<file path="config.mk">
export PLATFORM = sky130hd
export DESIGN_NAME = clock_set_ctrl
export DESIGN_NICKNAME = d
export VERILOG_FILES = /design/src/rtl/clock_set_ctrl.sv
export SDC_FILE = /design/constraint.sdc
export NUM_CORES = 1
export LEC_CHECK = 0
export BUFFER_PORTS_ARGS = -buffer_cell sky130_fd_sc_hd__buf_2
export CAP_MARGIN = 20
export CORE_MARGIN = 2
export CORE_UTILIZATION = 54
export DETAILED_ROUTE_END_ITERATION = 8
export PLACE_DENSITY = 0.77
export SLEW_MARGIN = 20
export SYNTH_ARGS = -nofsm -noshare
export SYNTH_HDL_FRONTEND = slang
export SYNTH_SLANG_ARGS = --single-unit
</file>
<file path="constraint.sdc">
create_clock -name clk -period 2.85 [get_ports clk]
set_input_delay 0.7125 -clock clk [delete_from_list [all_inputs] [get_ports clk]]
set_output_delay 0.7125 -clock clk [all_outputs]
set_load 0.03 [all_outputs]
</file>
<file path="src/rtl/clock_set_ctrl.sv">
// Time-setting controller for the 24-hour BCD clock: debounced MODE/INC buttons,
// RUN/SET_HR/SET_MIN/COMMIT editing of a shadow HH:MM, parallel load and blink masks.
module clock_set_ctrl #(
    parameter int DB_CYCLES = 20,
    parameter int RPT_DELAY = 100,
    parameter int RPT_RATE  = 25,
    parameter int BLINK_DIV = 50,
    parameter int IDLE_TO   = 2000
) (
    input  logic       clk,
    input  logic       rst,
    input  logic       btn_mode,
    input  logic       btn_inc,
    input  logic [3:0] cur_h_tens,
    input  logic [3:0] cur_h_ones,
    input  logic [3:0] cur_m_tens,
    input  logic [3:0] cur_m_ones,
    output logic       run_en,
    output logic       load,
    output logic [3:0] ld_h_tens,
    output logic [3:0] ld_h_ones,
    output logic [3:0] ld_m_tens,
    output logic [3:0] ld_m_ones,
    output logic [3:0] blink_mask,
    output logic [1:0] mode
);

    typedef enum logic [1:0] {
        RUN     = 2'b00,
        SET_HR  = 2'b01,
        SET_MIN = 2'b10,
        COMMIT  = 2'b11
    } state_t;

    localparam int DBW = $clog2(DB_CYCLES + 1);
    localparam int RMX = (RPT_DELAY > RPT_RATE) ? RPT_DELAY : RPT_RATE;
    localparam int RW  = $clog2(RMX + 1);
    localparam int BW  = $clog2(BLINK_DIV + 1);
    localparam int IW  = $clog2(IDLE_TO + 1);

    function automatic logic [7:0] inc_hour(input logic [3:0] t, input logic [3:0] o);
        if (t == 4'd2 && o == 4'd3) return 8'h00;
        else if (o == 4'd9)         return {t + 4'd1, 4'd0};
        else                        return {t, o + 4'd1};
    endfunction

    function automatic logic [7:0] inc_min(input logic [3:0] t, input logic [3:0] o);
        if (t == 4'd5 && o == 4'd9) return 8'h00;
        else if (o == 4'd9)         return {t + 4'd1, 4'd0};
        else                        return {t, o + 4'd1};
    endfunction

    // Bit 0 is MODE, bit 1 is INC.
    logic [1:0]     sync1, sync2, db, db_d;
    logic [DBW-1:0] db_cnt [2];

    always_ff @(posedge clk or negedge rst) begin
        if (!rst) begin
            sync1 <= '0;
            sync2 <= '0;
            db    <= '0;
            db_d  <= '0;
            for (int i = 0; i < 2; i++) db_cnt[i] <= '0;
        end else begin
            sync1 <= {btn_inc, btn_mode};
            sync2 <= sync1;
            db_d  <= db;
            for (int i = 0; i < 2; i++) begin
                if (sync2[i] == db[i]) begin
                    db_cnt[i] <= '0;
                end else if (db_cnt[i] == DBW'(DB_CYCLES - 1)) begin
                    db[i]     <= sync2[i];
                    db_cnt[i] <= '0;
                end else begin
                    db_cnt[i] <= db_cnt[i] + DBW'(1);
                end
            end
        end
    end

    state_t        state, state_nxt;
    logic [3:0]    sh_ht, sh_ho, sh_mt, sh_mo;
    logic [3:0]    sh_ht_nxt, sh_ho_nxt, sh_mt_nxt, sh_mo_nxt;
    logic          rpt_arm, rpt_on, rpt_arm_nxt, rpt_on_nxt;
    logic [RW-1:0] rpt_cnt, rpt_cnt_nxt;
    logic [BW-1:0] blink_cnt, blink_cnt_nxt;
    logic          phase, phase_nxt;
    logic [IW-1:0] idle_cnt, idle_cnt_nxt;
    logic          mode_press, inc_press, in_set, nxt_set, changing;
    logic          rpt_fire, mode_evt, inc_evt, idle_expire;

    always_comb begin
        mode_press  = db[0] & ~db_d[0];
        inc_press   = db[1] & ~db_d[1];
        in_set      = (state == SET_HR) || (state == SET_MIN);
        rpt_fire    = rpt_arm && db[1] &&
                      ((!rpt_on && rpt_cnt == RW'(RPT_DELAY - 1)) ||
                       ( rpt_on && rpt_cnt == RW'(RPT_RATE - 1)));
        mode_evt    = mode_press && (state != COMMIT);
        inc_evt     = (inc_press || rpt_fire) && !mode_press && in_set;
        idle_expire = in_set && (idle_cnt == IW'(IDLE_TO - 1));

        state_nxt = state;
        sh_ht_nxt = sh_ht;
        sh_ho_nxt = sh_ho;
        sh_mt_nxt = sh_mt;
        sh_mo_nxt = sh_mo;
        case (state)
            RUN: begin
                if (mode_evt) begin
                    state_nxt = SET_HR;
                    if ((cur_h_tens < 4'd2 && cur_h_ones <= 4'd9) ||
                        (cur_h_tens == 4'd2 && cur_h_ones <= 4'd3)) begin
                        sh_ht_nxt = cur_h_tens;
                        sh_ho_nxt = cur_h_ones;
                    end else begin
                        sh_ht_nxt = 4'd0;
                        sh_ho_nxt = 4'd0;
                    end
                    if (cur_m_tens <= 4'd5 && cur_m_ones <= 4'd9) begin
                        sh_mt_nxt = cur_m_tens;
                        sh_mo_nxt = cur_m_ones;
                    end else begin
                        sh_mt_nxt = 4'd0;
                        sh_mo_nxt = 4'd0;
                    end
                end
            end
            SET_HR: begin
                if (mode_evt)         state_nxt = SET_MIN;
                else if (inc_evt)     {sh_ht_nxt, sh_ho_nxt} = inc_hour(sh_ht, sh_ho);
                else if (idle_expire) state_nxt = RUN;
            end
            SET_MIN: begin
                if (mode_evt)         state_nxt = COMMIT;
                else if (inc_evt)     {sh_mt_nxt, sh_mo_nxt} = inc_min(sh_mt, sh_mo);
                else if (idle_expire) state_nxt = RUN;
            end
            default: state_nxt = RUN;
        endcase

        changing = (state_nxt != state);
        nxt_set  = (state_nxt == SET_HR) || (state_nxt == SET_MIN);

        // Repeat is armed only by a press accepted in a SET state, so holding INC
        // across a state change never resumes repeating.
        rpt_arm_nxt = rpt_arm;
        rpt_on_nxt  = rpt_on;
        rpt_cnt_nxt = rpt_cnt;
        if (changing || !db[1]) begin
            rpt_arm_nxt = 1'b0;
            rpt_on_nxt  = 1'b0;
            rpt_cnt_nxt = '0;
        end else if (inc_press && inc_evt) begin
            rpt_arm_nxt = 1'b1;
            rpt_on_nxt  = 1'b0;
            rpt_cnt_nxt = '0;
        end else if (rpt_fire) begin
            rpt_on_nxt  = 1'b1;
            rpt_cnt_nxt = '0;
        end else if (rpt_arm) begin
            rpt_cnt_nxt = rpt_cnt + RW'(1);
        end

        idle_cnt_nxt = '0;
        if (nxt_set && !changing && !inc_evt) idle_cnt_nxt = idle_cnt + IW'(1);

        blink_cnt_nxt = '0;
        phase_nxt     = 1'b0;
        if (nxt_set && !changing) begin
            if (blink_cnt == BW'(BLINK_DIV - 1)) begin
                phase_nxt = ~phase;
            end else begin
                blink_cnt_nxt = blink_cnt + BW'(1);
                phase_nxt     = phase;
            end
        end
    end

    always_ff @(posedge clk or negedge rst) begin
        if (!rst) begin
            state      <= RUN;
            sh_ht      <= '0;
            sh_ho      <= '0;
            sh_mt      <= '0;
            sh_mo      <= '0;
            rpt_arm    <= 1'b0;
            rpt_on     <= 1'b0;
            rpt_cnt    <= '0;
            blink_cnt  <= '0;
            phase      <= 1'b0;
            idle_cnt   <= '0;
            run_en     <= 1'b1;
            load       <= 1'b0;
            ld_h_tens  <= '0;
            ld_h_ones  <= '0;
            ld_m_tens  <= '0;
            ld_m_ones  <= '0;
            blink_mask <= '0;
            mode       <= 2'b00;
        end else begin
            state     <= state_nxt;
            sh_ht     <= sh_ht_nxt;
            sh_ho     <= sh_ho_nxt;
            sh_mt     <= sh_mt_nxt;
            sh_mo     <= sh_mo_nxt;
            rpt_arm   <= rpt_arm_nxt;
            rpt_on    <= rpt_on_nxt;
            rpt_cnt   <= rpt_cnt_nxt;
            blink_cnt <= blink_cnt_nxt;
            phase     <= phase_nxt;
            idle_cnt  <= idle_cnt_nxt;
            run_en    <= (state_nxt == RUN);
            load      <= (state_nxt == COMMIT);
            mode      <= state_nxt;
            if (state_nxt == COMMIT) begin
                ld_h_tens <= sh_ht_nxt;
                ld_h_ones <= sh_ho_nxt;
                ld_m_tens <= sh_mt_nxt;
                ld_m_ones <= sh_mo_nxt;
            end
            case (state_nxt)
                SET_HR:  blink_mask <= {phase_nxt, phase_nxt, 2'b00};
                SET_MIN: blink_mask <= {2'b00, phase_nxt, phase_nxt};
                default: blink_mask <= 4'b0000;
            endcase
        end
    end

endmodule

</file>
Yosys cells after proc, flatten, opt, wreduce, memory -nomap -nowiden

Index checks and enable logic that the tools add are counted.

Flip-flop bits (word level): 85
Latch bits: 0
Memory bits (writable): 0
ROM bits: 0
Bits of input ports: 20
Memories kept: 0

$add $sub $neg: 9
Multiply operators: 0
Divide/modulo/power cells: 0
Order comparisons: 5
Equal/unequal tests: 21
Shifts and indexed selects: 0
Mux-type cells: 49
Bitwise gates (word level): 7
Reductions and logical operators: 34

Operator list:

| cell                                                   | count |
|---|---|
| 2-to-1 mux 4 bit                                       | 16 |
| one-hot mux 4 bit (2 select lines)                     | 5 |
| 2-to-1 mux 8 bit                                       | 4 |
| 2-to-1 mux 7 bit                                       | 4 |
| 2-to-1 mux 5 bit                                       | 4 |
| adder 4 x 1 -> 4 bit (second input constant)           | 4 |
| logical AND 1 bit                                      | 16 |
| equality test 4 x 2 -> 1 bit (second input constant)   | 3 |
| 2-to-1 mux 6 bit                                       | 2 |
| adder 11 x 1 -> 11 bit (second input constant)         | 1 |
| equality test 11 bit (second input constant)           | 1 |
| 2-to-1 mux 11 bit                                      | 1 |
| adder 5 x 1 -> 5 bit (second input constant)           | 2 |
| equality test 5 bit (second input constant)            | 2 |
| 2-to-1 mux 2 bit                                       | 5 |
| equality test 4 bit (second input constant)            | 2 |
| less-or-equal comparator 4 bit (second input constant) | 2 |
| adder 7 x 1 -> 7 bit (second input constant)           | 1 |
| equality test 7 x 5 -> 1 bit (second input constant)   | 1 |
| equality test 7 bit (second input constant)            | 1 |
| 2-to-1 mux 1 bit                                       | 7 |
| adder 6 x 1 -> 6 bit (second input constant)           | 1 |
| equality test 2 bit (second input constant)            | 3 |
| equality test 6 bit (second input constant)            | 1 |
| 18 further kinds                                       | 36 |

Logic depth before layout (Yosys ltp)

Gate-level depths: netlist of the first run.

Depth after elaboration: 15
Mapped depth: 12
Mapped depth without buffers: 11

Worst setup path before layout of the first run

Ideal clock, no wire load.

Kind: register to register
Start point: register state[1]
End point: register ld_h_ones[2]
Arrival: 2.917 ns
Required time: 2.700 ns
Setup slack: -0.217 ns
Stages on the path, launching flop included: 12
Path buffers: 3
Period minus slack after synthesis: 3.067 ns
Cells stage by stage: dfrtp_1 > ha_1 > clkbuf_1 > or3b_2 > nand4b_1 > a31oi_1 > a211o_1 > inv_1 > ha_1 > clkbuf_1 > clkbuf_1 > a41oi_1

Word-level cells in the longest chain between the ends: 8

RTL lines:

| what                                                                       | line     | RTL |
|---|---|---|
| start: declaration                                                         | 81       | `state_t state, state_nxt;` |
| start signal: assignment                                                   | 202      | `state <= state_nxt;` |
| equality test 2 x 1 -> 1 bit / equality test 2 bit (equally long branches) | 95, 108  |  |
| logical OR 1 bit                                                           | 95       | `in_set = (state == SET_HR) \|\| (state == SET_MIN);` |
| logical AND 1 bit                                                          | 101      | `idle_expire = in_set && (idle_cnt == IW'(IDLE_TO - 1));` |
| 2-to-1 mux 2 bit                                                           | 132, 137 |  |
| 2-to-1 mux 2 bit                                                           | 131      | `else if (inc_evt) {sh_ht_nxt, sh_ho_nxt} = inc_hour(sh_ht, sh_ho);` |
| 2-to-1 mux 2 bit (on tied branches)                                        | 135, 130 |  |
| one-hot mux 2 bit (3 select lines) (*)                                     | 108      | `case (state)` |
| via state_nxt[0]                                                           | 81       |  |
| equality test 2 bit (*)                                                    | 216      | `if (state_nxt == COMMIT) begin` |
| end signal: assignment                                                     | 218      | `ld_h_ones <= sh_ho_nxt;` |
| end: declaration                                                           | 21       | `output logic [3:0] ld_h_ones,` |

The timed path passes the listed nets; every way through them passes the cells marked *.
A chain may end at the register's enable or synchronous reset.

Worst setup path in the final report of the first run

Start point: register rpt_cnt[4]
End point: register ld_m_ones[2]

Word-level cells in the longest chain between the ends: 11

RTL lines:

| what                                                                       | line     | RTL |
|---|---|---|
| start: declaration                                                         | 85       | `logic [RW-1:0] rpt_cnt, rpt_cnt_nxt;` |
| start signal: assignment                                                   | 209      | `rpt_cnt <= rpt_cnt_nxt;` |
| equality test 7 bit / equality test 7 x 5 -> 1 bit (equally long branches) | 97, 98   |  |
| logical AND 1 bit (on tied branches)                                       | 97, 98   |  |
| logical OR 1 bit (*)                                                       | 97       | `((!rpt_on && rpt_cnt == RW'(RPT_DELAY - 1)) \|\|` |
| logical AND 1 bit (*)                                                      | 96       | `rpt_fire = rpt_arm && db[1] &&` |
| logical OR 1 bit (*)                                                       | 100      | `inc_evt = (inc_press \|\| rpt_fire) && !mode_press && in_set;` |
| logical AND 1 bit (*) (2 in series)                                        | 100      |  |
| 2-to-1 mux 2 bit (*)                                                       | 131      |  |
| 2-to-1 mux 2 bit (on tied branches)                                        | 135, 130 |  |
| one-hot mux 2 bit (3 select lines) (*)                                     | 108      |  |
| via state_nxt[0]                                                           | 81       |  |
| equality test 2 bit (*)                                                    | 216      |  |
| end signal: assignment                                                     | 220      | `ld_m_ones <= sh_mo_nxt;` |
| end: declaration                                                           | 23       | `output logic [3:0] ld_m_ones,` |

Marked as above.

==> results.json, run 1 <==
{
  "status": "finished clean",
  "syn_nets": 504,
  "synth_edf_count": 0,
  "setup_slack_ps": 129,
  "fin_nets": 564,
  "cap_violations": 0,
  "final_cell_area_um2": 5200,
  "io_pins": 44,
  "ys_types": 67,
  "grt.total_usage": 0.229,
  "clk_path_buf_depth": 2,
  "worst_pin_slew_ps": 1030,
  "r2r_end": "ld_m_ones[2]",
  "p_per_area_nw_per_um2": 411,
  "timing.rr.start": "rpt_cnt[4]",
  "cts_tree": "done",
  "synth_top_cell_by_area": "dfrtp_1",
  "initial_utilization": 0.551,
  "synth_common_cells": "82 x dfrtp_1, 57 x nor2_1, 35 x nand2_1",
  "leakage_uw": 0.00228,
  "slowest_stage": "or4_4",
  "preCtsSetupSlack_ps": 59.2,
  "cts_buffers": 9,
  "synth.most_common_cell": "dfrtp_1",
  "overflow": 0,
  "syn_area_um2": 4480,
  "fin_crit_sh": 0.955,
  "crit_type": "flop to flop",
  "fin_worst_skew_ps": 11.9,
  "ant_nets": 0,
  "die_x_um": 95.1,
  "vias": 3684,
  "setup_viol": 0,
  "yosys-top-cells-area": "dfrtp_1 46%, ha_1 6.4%, nor2_1 4.8%",
  "std_cell_rows": 33,
  "grt-busiest-layer": "met2",
  "portBuffers": 43,
  "layout_min_cycle_time_ps": 2720,
  "start_kind": "flop",
  "drc": 0,
  "hold-worst-slack_ps": 347,
  "grt_use_met1": 0.321,
  "ys.flop_type": "dfrtp_1",
  "ys_seq_area_frac": 0.464,
  "hold_viol": 0,
  "fin_tns_setup_ps": 0,
  "synthArstFlopShare": 1.00,
  "max_freq_mhz": 368,
  "slew_violations": 0,
  "grt_pass1_wl_um": 16200,
  "cp.required_ps": 3080,
  "yosys_warnings": 0,
  "rrSetupSlack_ps": 130,
  "synth_top_cell_area_share": 0.458,
  "drtIter0Drc": 213,
  "die_height_um": 95.1,
  "first_pass_iters": 4,
  "cts_htree_levels": 3,
  "crit_start": "rpt_cnt[4]",
  "synth_cells": 461,
  "post-dp-hpwl_um": 7050,
  "fill_cells": 658,
  "cp.depth": 9,
  "slew_headroom": 0.309,
  "grt_pass1_vias": 3521,
  "fin_util": 0.640,
  "min-delay-path-class": "input port to asynchronous set/reset pin",
  "max-vdd-ir-drop_mv": 0.224,
  "core-area_um2": 8130,
  "placed_cell_area_um2": 4930,
  "path_buf_inv": 2,
  "viasPerCell": 5.84,
  "r2r_cells": 9,
  "met3_usage": 0.0395,
  "clk_latency_ps": 350,
  "die_area_um2": 9040,
  "cts_root_buf": "clkbuf_8",
  "gr-usage-met2": 0.349,
  "setup.worst_path.end_class": "flop",
  "arrival_ps": 2950,
  "ys_ff_latch": 83,
  "clk_pin_slew_ps": 80,
  "routed_wl_um": 9820,
  "place_congestion": 0.911,
  "drive_gt1_frac": 0.196,
  "path_cells": "nand4bb_4 > or4_4 > nand3_1 > a31oi_1 > a211o_1 > inv_2 > ha_4 > buf_12 > mux2_2",
  "critPathTopFamily": "simple AND/OR/NAND/NOR gates",
  "rsz0062_at_grt": "false",
  "grt_max_degree": 45,
  "slowest_delay_ps": 540,
  "area_growth_pct": 16.2,
  "synth_area_per_cell_um2": 9.72,
  "routedWlPerCell_um": 15.6,
  "antenna_found_initial": 0,
  "diodes": 0,
  "cp_max_fo": 15,
  "cts.sinks": 83
}
## through the flow
| step | total power, uW | instances |
|---|---|---|
| floorplan | 1260 | 461 |
| global placement | 1310 | 613 |
| detailed placement | 1320 | 613 |
| CTS | 2160 | 629 |
| global route | 2240 | 631 |
| finish | 2140 | 631 |
## worst max-delay path by stage
| stage | to | slack (ps) |
|---|---|---|
| finish | ld_m_ones[2] | 130 |
| CTS | ld_m_ones[2] | 50 |
| floorplan | ld_h_tens[0] | 20 |
| global route | ld_m_ones[2] | 10 |
| detailed placement | ld_m_ones[1] | 60 |
| global placement | ld_h_ones[0] | 170 |
## layout by cell type (no fill, tap or decap), types with 9 or more instances in the layout
master and n:
inv_1 20, buf_4 19, dfrtp_1 80, o21ai_0 19, nor2_1 57, ha_1 22, buf_2 42, a21oi_1 21
nand4_1 10, clkbuf_8 10, nand3_1 27, xnor2_1 12, and3_1 9, nand2_1 35
## registers in the layout, indices dropped and copies added, names as in the netlist, 4 cells and up
signal	count
blink_cnt	6
db_cnt	10
idle_cnt	11
ld_h_ones	4
ld_h_tens	4
ld_m_ones	4
ld_m_tens	4
rpt_cnt	7
sh_ho	4
sh_ht	4
sh_mo	4
sh_mt	4
## final cells by class
| class | count | area, um^2 | area share |
|---|---|---|---|
| inverter | 22 | 82.6 | 0.0159 |
| timing repair buffer | 64 | 418 | 0.0803 |
| tap | 105 | 131 | 0.0252 |
| multi-input combinational | 341 | 2300 | 0.441 |
| sequential | 83 | 2080 | 0.400 |
| clock buffer | 12 | 145 | 0.0279 |
| clock inverter | 4 | 51.3 | 0.00986 |
## per-layer routing
layer,part of all wire,up-vias,wire length (um)
li1,-,1792,-
met1,0.45,1766,4460
met2,0.47,111,4650
met3,0.056,15,546
met4,0.016,0,158
met5,0,-,0
## timing repair
action / 4_1_cts / 5_1_grt
setup buffers: 0 / 1
endpoints found under the setup margin: 0 / 13
hold buffers: 0 / 0
endpoints found under the hold margin: 0 / 0
gates resized for setup: 0 / 7
## where the power goes
group          internal (uW)  switching (uW)  total [uW]
Clock                    430             415         845
Combinational           36.2            53.5        89.7
Sequential              1190            13.1        1200
Total                   1660             482        2140
## worst reg2reg max path: cells and delay by family (launching register included)
family | cells | cell delay [ps]
multiplexers | 1 | 350
buffers and inverters | 2 | 270
AND/OR/NAND/NOR | 3 | 920
adder cells (fa/ha/maj) | 1 | 190
flip-flops | 1 | 420
AO/OA/AOI/OAI | 2 | 450
## cells by family after synthesis
group	share of synthesized area
simple gates	0.210
buf+inv	0.0329
compound gates	0.161
flops	0.464
mux	0.0290
fa+ha+maj	0.0642
xor+xnor	0.0391
Power figures use the tool's default switching activity.
==> run 2, diff against run 1 <==
- ABC_AREA: default -> 1
- CORE_UTILIZATION: 54 -> 55
- CTS_BUF_LIST: default -> sky130_fd_sc_hd__clkbuf_4 sky130_fd_sc_hd__clkbuf_8
- PLACE_DENSITY: 0.77 -> 0.78
==> run 2 against run 1 <==
  * Hold slack worse by 4.0 ps
  * Die area is 4.1% lower
  * Fmax increased by 5.7%
  * Setup slack better by 150 ps
  * Clock skew is 2.9 ps lower
  * Flip-flop and latch count did not move
  * Total power is 3.0% higher
  * Critical path depth is 3 higher
  * Clock power rose by 5.4%
  * Design area fell by 5.6%
  * Synthesized cell count up 12%
  * Register-to-register slack better by 150 ps
==> results.json, run 2 <==
{
  "syn_nets": 559,
  "die_area_um2": 8670,
  "slowest_stage": "dfrtp_1",
  "hold_viol": 0,
  "pwr-share-clk": 0.404,
  "cp.depth": 12,
  "max-vdd-ir-drop_mv": 0.278,
  "sw_frac_of_total": 0.225,
  "clk_pin_slew_ps": 80,
  "ys.flop_type": "dfrtp_1",
  "vias": 3586,
  "preCtsSetupSlack_ps": 307,
  "power_switching_uw": 495,
  "drive_gt1_frac": 0.158,
  "initial_utilization": 0.565,
  "fin_crit_sh": 0.903,
  "slowest_delay_ps": 440,
  "synth_top_cell_area_share": 0.470,
  "cts_root_buf": "clkbuf_8",
  "ant_nets": 0,
  "syn_area_um2": 4370,
  "place_congestion": 0.901,
  "r2r_end": "idle_cnt[0]",
  "hold_buffers": 0,
  "yosys_warnings": 0,
  "layout_min_cycle_time_ps": 2570,
  "rsz0062_at_grt": "false",
  "synth_cells": 516,
  "hold-worst-slack_ps": 343,
  "p_per_area_nw_per_um2": 448,
  "layout_common_cells": "112 x nand2_1, 82 x dfrtp_1, 63 x inv_1",
  "grt_use_met1": 0.311,
  "timing.rr.start": "state[0]",
  "yosys-top-cells-area": "dfrtp_1 47%, nand2_1 9.6%, ha_1 6.6%",
  "worst_setup_path_endpoint": "idle_cnt[0]",
  "met3_usage": 0.0395,
  "die_x_um": 93.1,
  "die_height_um": 93.1,
  "synthArstFlopShare": 1.00,
  "final_common_cell": "nand2_1",
  "synth_top_family_by_area": "simple AND/OR/NAND/NOR gates",
  "arrival_ps": 2850,
  "core-area_um2": 7730,
  "portBuffers": 43,
  "synth_edf_count": 0,
  "cts_buffers": 9,
  "clk_path_buf_depth": 2,
  "placedCellCount": 656,
  "synth_compound_area_frac": 0.0728,
  "crit_start": "state[0]",
  "drc": 0,
  "synth_top_cell_by_area": "dfrtp_1",
  "max_freq_mhz": 389,
  "fin_util": 0.636,
  "reg_top3": "idle_cnt: 11 flops, db_cnt: 10 flops, rpt_cnt: 7 flops",
  "cap_violations": 0,
  "cpMostUsedCell": "nand3_1",
  "cp.required_ps": 3120,
  "synth.most_common_cell": "nand2_1",
  "first_pass_iters": 4,
  "routedWlPerCell_um": 13.5,
  "combPwrFrac": 0.045,
  "min-delay-path-class": "input port to asynchronous set/reset pin",
  "fin_tns_setup_ps": 0,
  "r2r_cells": 12,
  "antenna_found_initial": 0,
  "grt_pass1_wl_um": 16100,
  "ys_types": 41,
  "grt-busiest-layer": "met2",
  "grt_max_degree": 44,
  "fin_worst_skew_ps": 8.95,
  "setup_slack_ps": 276,
  "synth-simple-area-share": 0.274,
  "synth_area_per_cell_um2": 8.46,
  "ys_seq_area_frac": 0.476,
  "path_buf_inv": 1,
  "slew_headroom": 0.516,
  "ys_ff_latch": 83,
  "grt.total_usage": 0.234,
  "overflow": 0,
  "postCtsSetupRepairBufs": 0,
  "leakage_uw": 0.00236,
  "setup.worst_path.end_class": "flop",
  "clk_latency_ps": 360,
  "p_int_uw": 1710,
  "area_growth_pct": 12.5,
  "p_seq_frac": 0.551,
  "postCtsResizedCells": 0,
  "cp_max_fo": 11,
  "synthMuxAreaShare": 0.00258,
  "status": "finished clean",
  "top_register": "idle_cnt",
  "cts_tree": "done",
  "fin_cells": 672,
  "cts.sinks": 83,
  "diodes": 0,
  "grt_pass1_vias": 3572,
  "path_cells": "inv_1 > ha_1 > nand3_1 > nor3_1 > nand2_2 > nand3_1 > nand2_1 > nand3_1 > nand2_2 > nor2_4 > nand3_1 > nor2_1",
  "synth_common_cells": "112 x nand2_1, 82 x dfrtp_1, 63 x inv_1",
  "crit_type": "flop to flop",
  "routed_wl_um": 9100,
  "rrSetupSlack_ps": 280,
  "cts_htree_levels": 3,
  "post-dp-hpwl_um": 6500,
  "start_kind": "flop",
  "setup_viol": 0,
  "synthAdderAreaFrac": 0.0659,
  "synthXorXnorAreaFrac": 0.0381,
  "fin_nets": 608,
  "viasPerCell": 5.34,
  "std_cell_rows": 32,
  "critPathTopFamily": "simple AND/OR/NAND/NOR gates",
  "io_pins": 44,
  "worst_pin_slew_ps": 720,
  "largest_reg_flops": 11,
  "drtIter0Drc": 204,
  "slew_violations": 0,
  "gr-usage-met2": 0.385
}
[run 2: cell count changes in the layout (fill, tap and decap cells not counted), moves of 6 or more]
cell,before,now
inv_1,20,63
nand3_1,27,45
and3_1,9,0
o211ai_1,2,8
nand2_2,0,9
nand2_1,35,112
buf_4,19,4
a21oi_1,21,10
a21o_1,6,0
nor2b_1,6,0
nor3_1,7,13
mux2_2,8,1
[run 2: power by group through the flow]
stage,Combinational (uW),Clock [uW],Sequential (uW)
2_1_floorplan,48.8,0,1230
3_3_place_gp,96.7,0,1230
3_5_place_dp,101,0,1240
4_1_cts,101,899,1210
5_1_grt,120,959,1220
6_report,98.8,891,1210
[run 2: layout make-up]
cell class | count | area (um^2)
Clock buffer | 12 | 165
Clock inverter | 4 | 47.5
Fill cell | 644 | 2810
Inverter | 68 | 255
Multi-Input combinational cell | 356 | 1980
Sequential cell | 83 | 2080
Tap cell | 102 | 128
Timing Repair Buffer | 47 | 260
[run 2: worst min-delay path by stage]
stage,startpoint,to,slack (ps),depth (start not counted)
after global routing,sync1[0],sync2[0],360,0
after CTS,rst,sh_ht[1],360,1
after detailed placement,sync1[0],sync2[0],340,0
after floorplan,sync1[0],sync2[0],330,0
after global placement,sync1[0],sync2[0],340,0
final,rst,sh_ht[1],340,1
[run 2: cell families after synthesis]
kind of cell    after synthesis
mux                           1
simple gates                261
xor+xnor                     19
fa+ha+maj                    23
buf+inv                      77
flops                        83
compound gates               52
[run 2: routing by layer]
layer / wire length (um) / share of wire
met5: 0 / 0
met4: 159 / 0.017
met3: 438 / 0.048
met2: 4440 / 0.49
met1: 4060 / 0.45
[run 2: through the flow]
step / total power (uW) / instance area, um^2
global placement: 1330 / 4700
floorplan: 1280 / 4370
finish: 2200 / 4910
global route: 2290 / 4910
CTS: 2210 / 4910
detailed placement: 1340 / 4700
